File: src/rtl/xalu_nibble_sequencer_pkg.sv
// Shared definitions for the nibble-serial ALU sequencer: op codes, FSM states, width helper.
package xalu_nibble_sequencer_pkg;

    localparam int DEFAULT_NIBBLES = 4;

    typedef enum logic [2:0] {
        OP_ADD   = 3'd0,
        OP_AND   = 3'd1,
        OP_OR    = 3'd2,
        OP_XOR   = 3'd3,
        OP_PASSA = 3'd4,
        OP_PASSB = 3'd5,
        OP_SHR   = 3'd6,
        OP_SHL   = 3'd7
    } op_e;

    typedef enum logic [1:0] {
        ST_IDLE = 2'd0,
        ST_RUN  = 2'd1,
        ST_EAC  = 2'd2,
        ST_DONE = 2'd3
    } state_e;

    // Full operand width for a given nibble count.
    function automatic int word_width(input int nibbles);
        return 4 * nibbles;
    endfunction

endpackage

File: src/rtl/xalu_slice4.sv
// Combinational 4-bit ALU slice; carries/shift bits leave on co_left (towards MSB) or co_right (towards LSB).
module xalu_slice4
    import xalu_nibble_sequencer_pkg::*;
(
    input  logic [3:0] a,
    input  logic [3:0] b,
    input  op_e        op,
    input  logic       com,
    input  logic       ci_right,
    input  logic       ci_left,
    output logic [3:0] f,
    output logic       co_left,
    output logic       co_right,
    output logic       equ
);

    logic [4:0] sum;
    logic [3:0] raw;

    // Evaluate the selected function on one nibble, then apply the optional inversion.
    always_comb begin
        sum      = {1'b0, a} + {1'b0, b} + {4'b0000, ci_right};
        raw      = a;
        co_left  = 1'b0;
        co_right = 1'b0;
        case (op)
            OP_ADD: begin
                raw     = sum[3:0];
                co_left = sum[4];
            end
            OP_AND:   raw = a & b;
            OP_OR:    raw = a | b;
            OP_XOR:   raw = a ^ b;
            OP_PASSA: raw = a;
            OP_PASSB: raw = b;
            OP_SHR: begin
                raw      = {ci_left, a[3:1]};
                co_right = a[0];
            end
            OP_SHL: begin
                raw     = {a[2:0], ci_right};
                co_left = a[3];
            end
            default: raw = a;
        endcase
        f   = com ? ~raw : raw;
        equ = (a == b);
    end

endmodule

File: src/rtl/xalu_nibble_sequencer.sv
// Runs W-bit ALU operations through one shared 4-bit slice, one nibble per clock, with optional end-around carry.
module xalu_nibble_sequencer
    import xalu_nibble_sequencer_pkg::*;
#(
    parameter int NIBBLES = DEFAULT_NIBBLES,
    parameter bit EAC_EN  = 1'b1,
    localparam int W      = word_width(NIBBLES)
)
(
    input  logic         clk,
    input  logic         rst_n,
    input  logic         start,
    input  logic [2:0]   op,
    input  logic         com,
    input  logic [W-1:0] opa,
    input  logic [W-1:0] opb,
    input  logic         ci_in,
    output logic         busy,
    output logic         done,
    output logic [W-1:0] result,
    output logic         co_out,
    output logic         equ,
    output logic         zero,
    output logic         neg_zero
);

    localparam int IW = (NIBBLES > 1) ? $clog2(NIBBLES) : 1;

    state_e        state, state_next;
    op_e           op_q;
    logic          com_q, ci_q;
    logic [W-1:0]  a_q, b_q, work, work_next, final_val;
    logic [IW-1:0] idx, pos;
    logic          last, carry_q, first_co, equ_acc, equ_next, run_co, chain, eac_take;
    logic [3:0]    s_a, s_b, s_f;
    op_e           s_op;
    logic          s_cir, s_cil, s_col, s_cor, s_equ;

    xalu_slice4 u_slice (
        .a        (s_a),
        .b        (s_b),
        .op       (s_op),
        .com      (1'b0),
        .ci_right (s_cir),
        .ci_left  (s_cil),
        .f        (s_f),
        .co_left  (s_col),
        .co_right (s_cor),
        .equ      (s_equ)
    );

    // Select the nibble to process this cycle and assemble the next working value and chained bits.
    always_comb begin
        last      = (idx == IW'(NIBBLES - 1));
        pos       = (state == ST_RUN && op_q == OP_SHR) ? (IW'(NIBBLES - 1) - idx) : idx;
        s_op      = (state == ST_EAC) ? OP_ADD : op_q;
        s_a       = (state == ST_EAC) ? work[{pos, 2'b00} +: 4] : a_q[{pos, 2'b00} +: 4];
        s_b       = (state == ST_EAC) ? 4'h0 : b_q[{pos, 2'b00} +: 4];
        s_cir     = (idx == '0) ? ((state == ST_EAC) ? 1'b1 : ci_q) : carry_q;
        s_cil     = (idx == '0) ? ci_q : carry_q;
        work_next = work;
        work_next[{pos, 2'b00} +: 4] = s_f;
        run_co    = (op_q == OP_SHR) ? s_cor : s_col;
        chain     = (s_op == OP_SHR) ? s_cor : s_col;
        eac_take  = EAC_EN && (op_q == OP_ADD) && s_col;
        equ_next  = (state == ST_RUN) ? (equ_acc & s_equ) : equ_acc;
        final_val = com_q ? ~work_next : work_next;
    end

    // FSM state register.
    always_ff @(posedge clk or negedge rst_n) begin
        if (!rst_n) state <= ST_IDLE;
        else        state <= state_next;
    end

    // FSM next-state: one RUN pass, an optional end-around-carry pass, then a single DONE cycle.
    always_comb begin
        state_next = state;
        case (state)
            ST_IDLE: if (start) state_next = ST_RUN;
            ST_RUN:  if (last)  state_next = eac_take ? ST_EAC : ST_DONE;
            ST_EAC:  if (last)  state_next = ST_DONE;
            ST_DONE: state_next = ST_IDLE;
            default: state_next = ST_IDLE;
        endcase
    end

    // FSM outputs: busy while stepping nibbles, done for the single DONE cycle.
    always_comb begin
        busy = (state == ST_RUN) || (state == ST_EAC);
        done = (state == ST_DONE);
    end

    // Operand latch, nibble counter, inter-nibble carry, working register and result/flag capture.
    always_ff @(posedge clk or negedge rst_n) begin
        if (!rst_n) begin
            op_q     <= OP_ADD;
            com_q    <= 1'b0;
            ci_q     <= 1'b0;
            a_q      <= '0;
            b_q      <= '0;
            idx      <= '0;
            carry_q  <= 1'b0;
            work     <= '0;
            equ_acc  <= 1'b0;
            first_co <= 1'b0;
            result   <= '0;
            co_out   <= 1'b0;
            equ      <= 1'b0;
            zero     <= 1'b0;
            neg_zero <= 1'b0;
        end else begin
            case (state)
                ST_IDLE: begin
                    if (start) begin
                        op_q    <= op_e'(op);
                        com_q   <= com;
                        ci_q    <= ci_in;
                        a_q     <= opa;
                        b_q     <= opb;
                        idx     <= '0;
                        carry_q <= 1'b0;
                        equ_acc <= 1'b1;
                    end
                end
                ST_RUN, ST_EAC: begin
                    work    <= work_next;
                    carry_q <= chain;
                    idx     <= last ? '0 : idx + 1'b1;
                    if (state == ST_RUN) begin
                        equ_acc <= equ_next;
                        if (last) first_co <= run_co;
                    end
                    if (state_next == ST_DONE) begin
                        result   <= final_val;
                        zero     <= (final_val == '0);
                        neg_zero <= &final_val;
                        equ      <= equ_next;
                        co_out   <= (state == ST_RUN) ? run_co : first_co;
                    end
                end
                default: ;
            endcase
        end
    end

endmodule

File: config.mk
export PLATFORM = sky130hd
export DESIGN_NAME = xalu_nibble_sequencer
export DESIGN_NICKNAME = d
export VERILOG_FILES = /design/src/rtl/xalu_nibble_sequencer_pkg.sv /design/src/rtl/xalu_slice4.sv /design/src/rtl/xalu_nibble_sequencer.sv
export SDC_FILE = /design/constraint.sdc
export NUM_CORES = 1
export LEC_CHECK = 0
export BUFFER_PORTS_ARGS = -buffer_cell sky130_fd_sc_hd__buf_4
export CORE_ASPECT_RATIO = 1.2
export CORE_UTILIZATION = 45
export DETAILED_ROUTE_END_ITERATION = 16
export PLACE_DENSITY = 0.72
export SLEW_MARGIN = 20
export SYNTH_ARGS = -nofsm -noshare
export SYNTH_HDL_FRONTEND = slang
export SYNTH_SLANG_ARGS = --single-unit
File: constraint.sdc
create_clock -name clk -period 13 [get_ports clk]
set_clock_uncertainty 0.1 [all_clocks]
set_input_delay 1.3 -clock clk [delete_from_list [all_inputs] [get_ports clk]]
set_output_delay 1.3 -clock clk [all_outputs]
set_load 0.01 [all_outputs]
Word-level counts from Yosys, hierarchy flattened:

Index checks and enable logic that the tools add are counted.

* word-level logic and storage cells: 92
* flip-flop bits (word level): 80
* output and inout bits: 22
* input port bits: 40

* shift operators: 5
* equality and inequality tests: 16
* multiplexer cells: 29
* reduce and logical (&&, ||, !) cells: 16
* $add $sub $neg: 5
* bitwise gates (word level): 5

Operator list (number)
* 16-bit by 5-bit variable part select with 4-bit output: 3
* 4-bit one-hot mux with 8 select lines: 1
* 16-bit bitwise mux: 1
* 16-bit logical NOT: 1
* 16-bit 2-to-1 mux: 1
* 16-bit inverter: 1
* 16-bit AND reduction: 1
* 4-bit by 6-bit variable shift with 16-bit output (first input constant): 1
* 4-bit by 6-bit variable part select with 16-bit output: 1
* 3-bit == test (second input constant): 5
* 1-bit 2-to-1 mux: 12
* 2-bit 2-to-1 mux: 6
* 2-bit == test (second input constant): 4
* 4-bit 2-to-1 mux: 2
* 2-bit one-hot mux with 4 select lines: 1
* 3-bit by 2-bit == test with 1-bit output (second input constant): 2
* 3-bit logical NOT: 2
* 4-bit negator with 6-bit output: 1
* 1-bit one-hot mux with 2 select lines: 3
* 2-bit AND reduction: 3
* 3-bit AND reduction: 2
* 4-bit by 4-bit adder with 5-bit output: 1
* 5-bit by 1-bit adder with 5-bit output: 1
* 4-bit AND: 1
* 16 further kinds: 19

Longest topological paths before layout:

* word-level depth: 14
* mapped depth: 21
* mapped depth without buffers: 19

Hierarchy:

Synthesis repeated with hierarchy kept, for this count alone.

* cells, all modules: 498
* area, all modules: 5099.9 sq um

Modules (own cells, without submodules)
* xalu_nibble_sequencer: sequential area each 2001.9 sq um, area an instance 4519.3 sq um, times used 1, cells each 422
* xalu_slice4: sequential area each 0.0 sq um, area an instance 580.6 sq um, times used 1, cells each 76

Worst setup path after synthesis:

OpenSTA, ideal clock, no wires.

* path type: reg-to-reg
* start point: register state[1]
* end point: register zero
* arrival time: 4124 ps
* setup time: 67 ps
* clock period less this slack: 4291 ps
* path buffers: 3
* path slack: 8709 ps
* cell stages (with the launch flop): 20
* data required time: 12833 ps
* path through: dfrtp_1 > inv_1 > ha_1 > buf_2 > and4b_4 > buf_12 > xnor2_4 > mux4_1 > a21oi_1 > ha_1 > mux2i_1 > a221oi_1 > nor3_1 > and4b_1 > buf_4 > o31ai_1 > or4_4 > o32ai_1 > o2111a_1 > a32o_1

* cells in the longest elaborated chain, start to end: 14
* elaborated cells between the ends (all ways): 45
* classes of those cells: 3 x add/sub; 11 x eq/ne; 5 x shift; 15 x mux; 4 x bitwise; 7 x reduce/logical

RTL lines
* from (decl): RTL line xalu_nibble_sequencer.sv:29 `state_e state, state_next;`
* from (signal assigned): RTL line xalu_nibble_sequencer.sv:73 `else state <= state_next;`
* branches (longest 14 deep; another with 4-bit by 4-bit adder with 5-bit output)
* to (signal assigned): RTL line xalu_nibble_sequencer.sv:136 `zero <= (final_val == '0);`
* to (decl): RTL line xalu_nibble_sequencer.sv:23 `output logic zero,`

Several ways; the timed one is not identified.
A chain may end at the register's enable or synchronous reset.

Worst setup path in the final report:

Same ends and word-level chain as after synthesis.

==> flow_summary_export.csv <==
group,metric,value,unit
drt,routed_wl,14300,µm
logic_synthesis,syn-num-nets,617,
sta,slew_headroom,0.255,
cells_and_area,antennaDiodeCount,0,
floorplan,initial_core_util,0.470,
cells_and_area,multi_input_area,0.00326,mm²
floorplan,io-pin-count,62,
run,maxCapViolCount,0,
sta,finalCriticalPeriod,5.91,ns
cells_and_area,fillers,1094,
cells_and_area,most-common-layout-cells,"80 x dfrtp_1, 66 x nand2_1, 66 x buf_4",
sta,fin_setup_tns,0,ns
worst_setup_path,required,13.18,ns
clock_network,cts.repair.resized,0,
floorplan,rows,43,
worst_setup_path,r2r_cells,16,
drt,drt-initial-drc-count,301,
global_routing,grt_max_degree,57,
floorplan,die_w,103,µm
clock_network,cts_made_buffers,9,
sta,worstMarginPinSlew,1.09,ns
placed_design,gp_congestion,0.944,
worst_setup_path,cp.arrival,6.09,ns
drt,firstDrtPassIters,5,
logic_synthesis,synth_edf_count,0,
logic_synthesis,ys_warn_count,0,
worst_setup_path,r2r_slack,7.09,ns
logic_synthesis,synthArstFlopShare,1.00,
drt,vias_per_cell,5.96,
sta,min_period_over_period,0.455,
clock_network,clk_latency,0.35,ns
clock_network,clock_path_buffers,2,
sta,rsz0062_at_grt,"no",
clock_network,post_cts_buffers,0,
worst_setup_path,critPathLaunchType,"flop",
drt,ant_nets,0,
drt,wire_per_inst,18.6,µm
drt,drc,0,
floorplan,coreArea,0.0117,mm²
logic_synthesis,synth-main-ff-cell,"dfrtp_1",
worst_setup_path,timing.rr.end,"zero",
hold_path,holdCritStartpoint,"result[13]",
global_routing,grt_first_pass_wirelength,22700,µm
clock_network,clock-sinks,80,
placed_design,io_buffers,61,
cells_and_area,layout-drive-gt1-share,0.255,
cells_and_area,area_growth,15.1,%
logic_synthesis,yosysSeqAreaShare,0.363,
logic_synthesis,synth.lib_cells_used.distinct,82,
logic_synthesis,ys_ff_latch,80,
hold_path,min_to,"result[13]",
cells_and_area,layout_commonest_cell,"dfrtp_1",
logic_synthesis,synth_area_per_cell,9.84,µm²
drt,vias,4566,
worst_setup_path,endpoint_kind,"flop",
hold_path,hold_path_class,"reg2reg",
logic_synthesis,syn_inst,560,
sta,finalMaxSlewViolations,0,
global_routing,grt.overflow.total,0,
clock_network,cts-hold-fix-buffers,0,
placed_design,place_hpwl,10900,µm
sta,hold_viol_final,0,
global_routing,grt_pass1_vias,4391,
floorplan,die_h,123,µm
hold_path,hold_depth,2,
floorplan,dieArea,0.0127,mm²
clock_network,cts_tree,"yes",
clock_network,path_clk_slew,0.06,ns
worst_setup_path,worstReg2RegStart,"state[1]",
clock_network,root_buffer,"clkbuf_16",
global_routing,grtUsageTotal,0.241,
sta,fmax,0.169,GHz
global_routing,antenna_found_initial,0,
worst_setup_path,cp_max_fo,12,
run_status,status,"finished clean",
worst_setup_path,critical_path_class,"reg2reg",
cells_and_area,nets,661,
cells_and_area,seqCellArea,0.00200,mm²
clock_network,cts_max_level,3,
sta,finalSetupViolations,0,
logic_synthesis,netlist_area,0.00551,mm²
==> per-stage QoR <==
stage / util / hold slack (ns) / instance area [µm²] / setup WS (ns) / std cells
2_1_floorplan: - / 0.362 / 5510 / 8.71 / 560
3_3_place_gp: 0.514 / 0.353 / 6030 / 7.36 / 750
3_5_place_dp: 0.514 / 0.359 / 6030 / 7.24 / 750
4_1_cts: 0.541 / 0.373 / 6340 / 7.21 / 766
5_1_grt: 0.541 / 0.409 / 6340 / 6.82 / 766
6_report: 0.541 / 0.368 / 6340 / 7.09 / 766
==> worst max-delay path: stages (launching register included) <==
cell	delay, ns
dfrtp_1	0.40
inv_1	0.15
ha_1	0.41
and4b_4	0.48
mux2i_1	0.93
o22ai_1	0.20
a21oi_1	0.50
ha_1	0.34
mux2i_1	0.14
a221oi_1	0.09
nor3_1	0.31
and4b_1	0.43
o41ai_2	0.16
or4_4	0.59
o32ai_1	0.17
o2111a_1	0.25
a32o_1	0.16
==> state kept, by name (all words and copies together), names as in the netlist <==
register,cells
a_q,16
b_q,16
result,16
work,16
op_q,3
idx,2
state,2
carry_q,1
ci_q,1
co_out,1
com_q,1
equ,1
equ_acc,1
first_co,1
neg_zero,1
zero,1
==> synth_stat cells, types with 12 or more instances <==
master | n | area share
buf_2 | 13 | 0.012
clkbuf_1 | 12 | 0.0082
dfrtp_1 | 80 | 0.36
ha_1 | 16 | 0.036
inv_1 | 20 | 0.014
mux2_2 | 44 | 0.090
mux2i_1 | 33 | 0.060
nand2_1 | 66 | 0.045
nand2b_1 | 12 | 0.014
nor2_1 | 34 | 0.023
o21ai_0 | 39 | 0.035
xnor2_1 | 18 | 0.029
==> how the worst max path moves through the flow <==
| stage | from | slack, ns | end | depth (start not counted) |
|---|---|---|---|---|
| 6_report | state[1] | 7.09 | zero | 16 |
| 5_1_grt | state[1] | 6.82 | neg_zero | 16 |
| 4_1_cts | state[1] | 7.21 | zero | 16 |
| 3_5_place_dp | state[1] | 7.24 | zero | 16 |
| 3_3_place_gp | state[1] | 7.36 | zero | 16 |
| 2_1_floorplan | state[1] | 8.71 | zero | 19 |
==> final cells by class <==
class,instances,area share
Multi-Input combinational cell,426,0.513
Sequential cell,80,0.316
Timing Repair Buffer,66,0.0781
Clock buffer,10,0.0377
Tap cell,157,0.0310
Inverter,21,0.0124
Clock inverter,6,0.0120
==> layer usage <==
layer | up-vias | GRT usage | routed length, µm
li1 | 2162 | - | -
met1 | 2221 | 0.308 | 6280
met2 | 153 | 0.403 | 6900
met3 | 30 | 0.0356 | 673
met4 | 0 | 0.107 | 412
met5 | - | 0 | 0
==> logic make-up after synthesis <==
logic type	after synthesis	synth area share
muxes	84	0.176
and+or+nand+nor	164	0.151
buffers and inverters	54	0.0461
DFF	80	0.363
AOI/OAI and AO/OA	142	0.190
adders and majority gates	17	0.0400
xor gates and xnor gates	19	0.0336
Power is not shown: default switching activity piles up to over one toggle a cycle in this logic, so the estimate is an artifact.
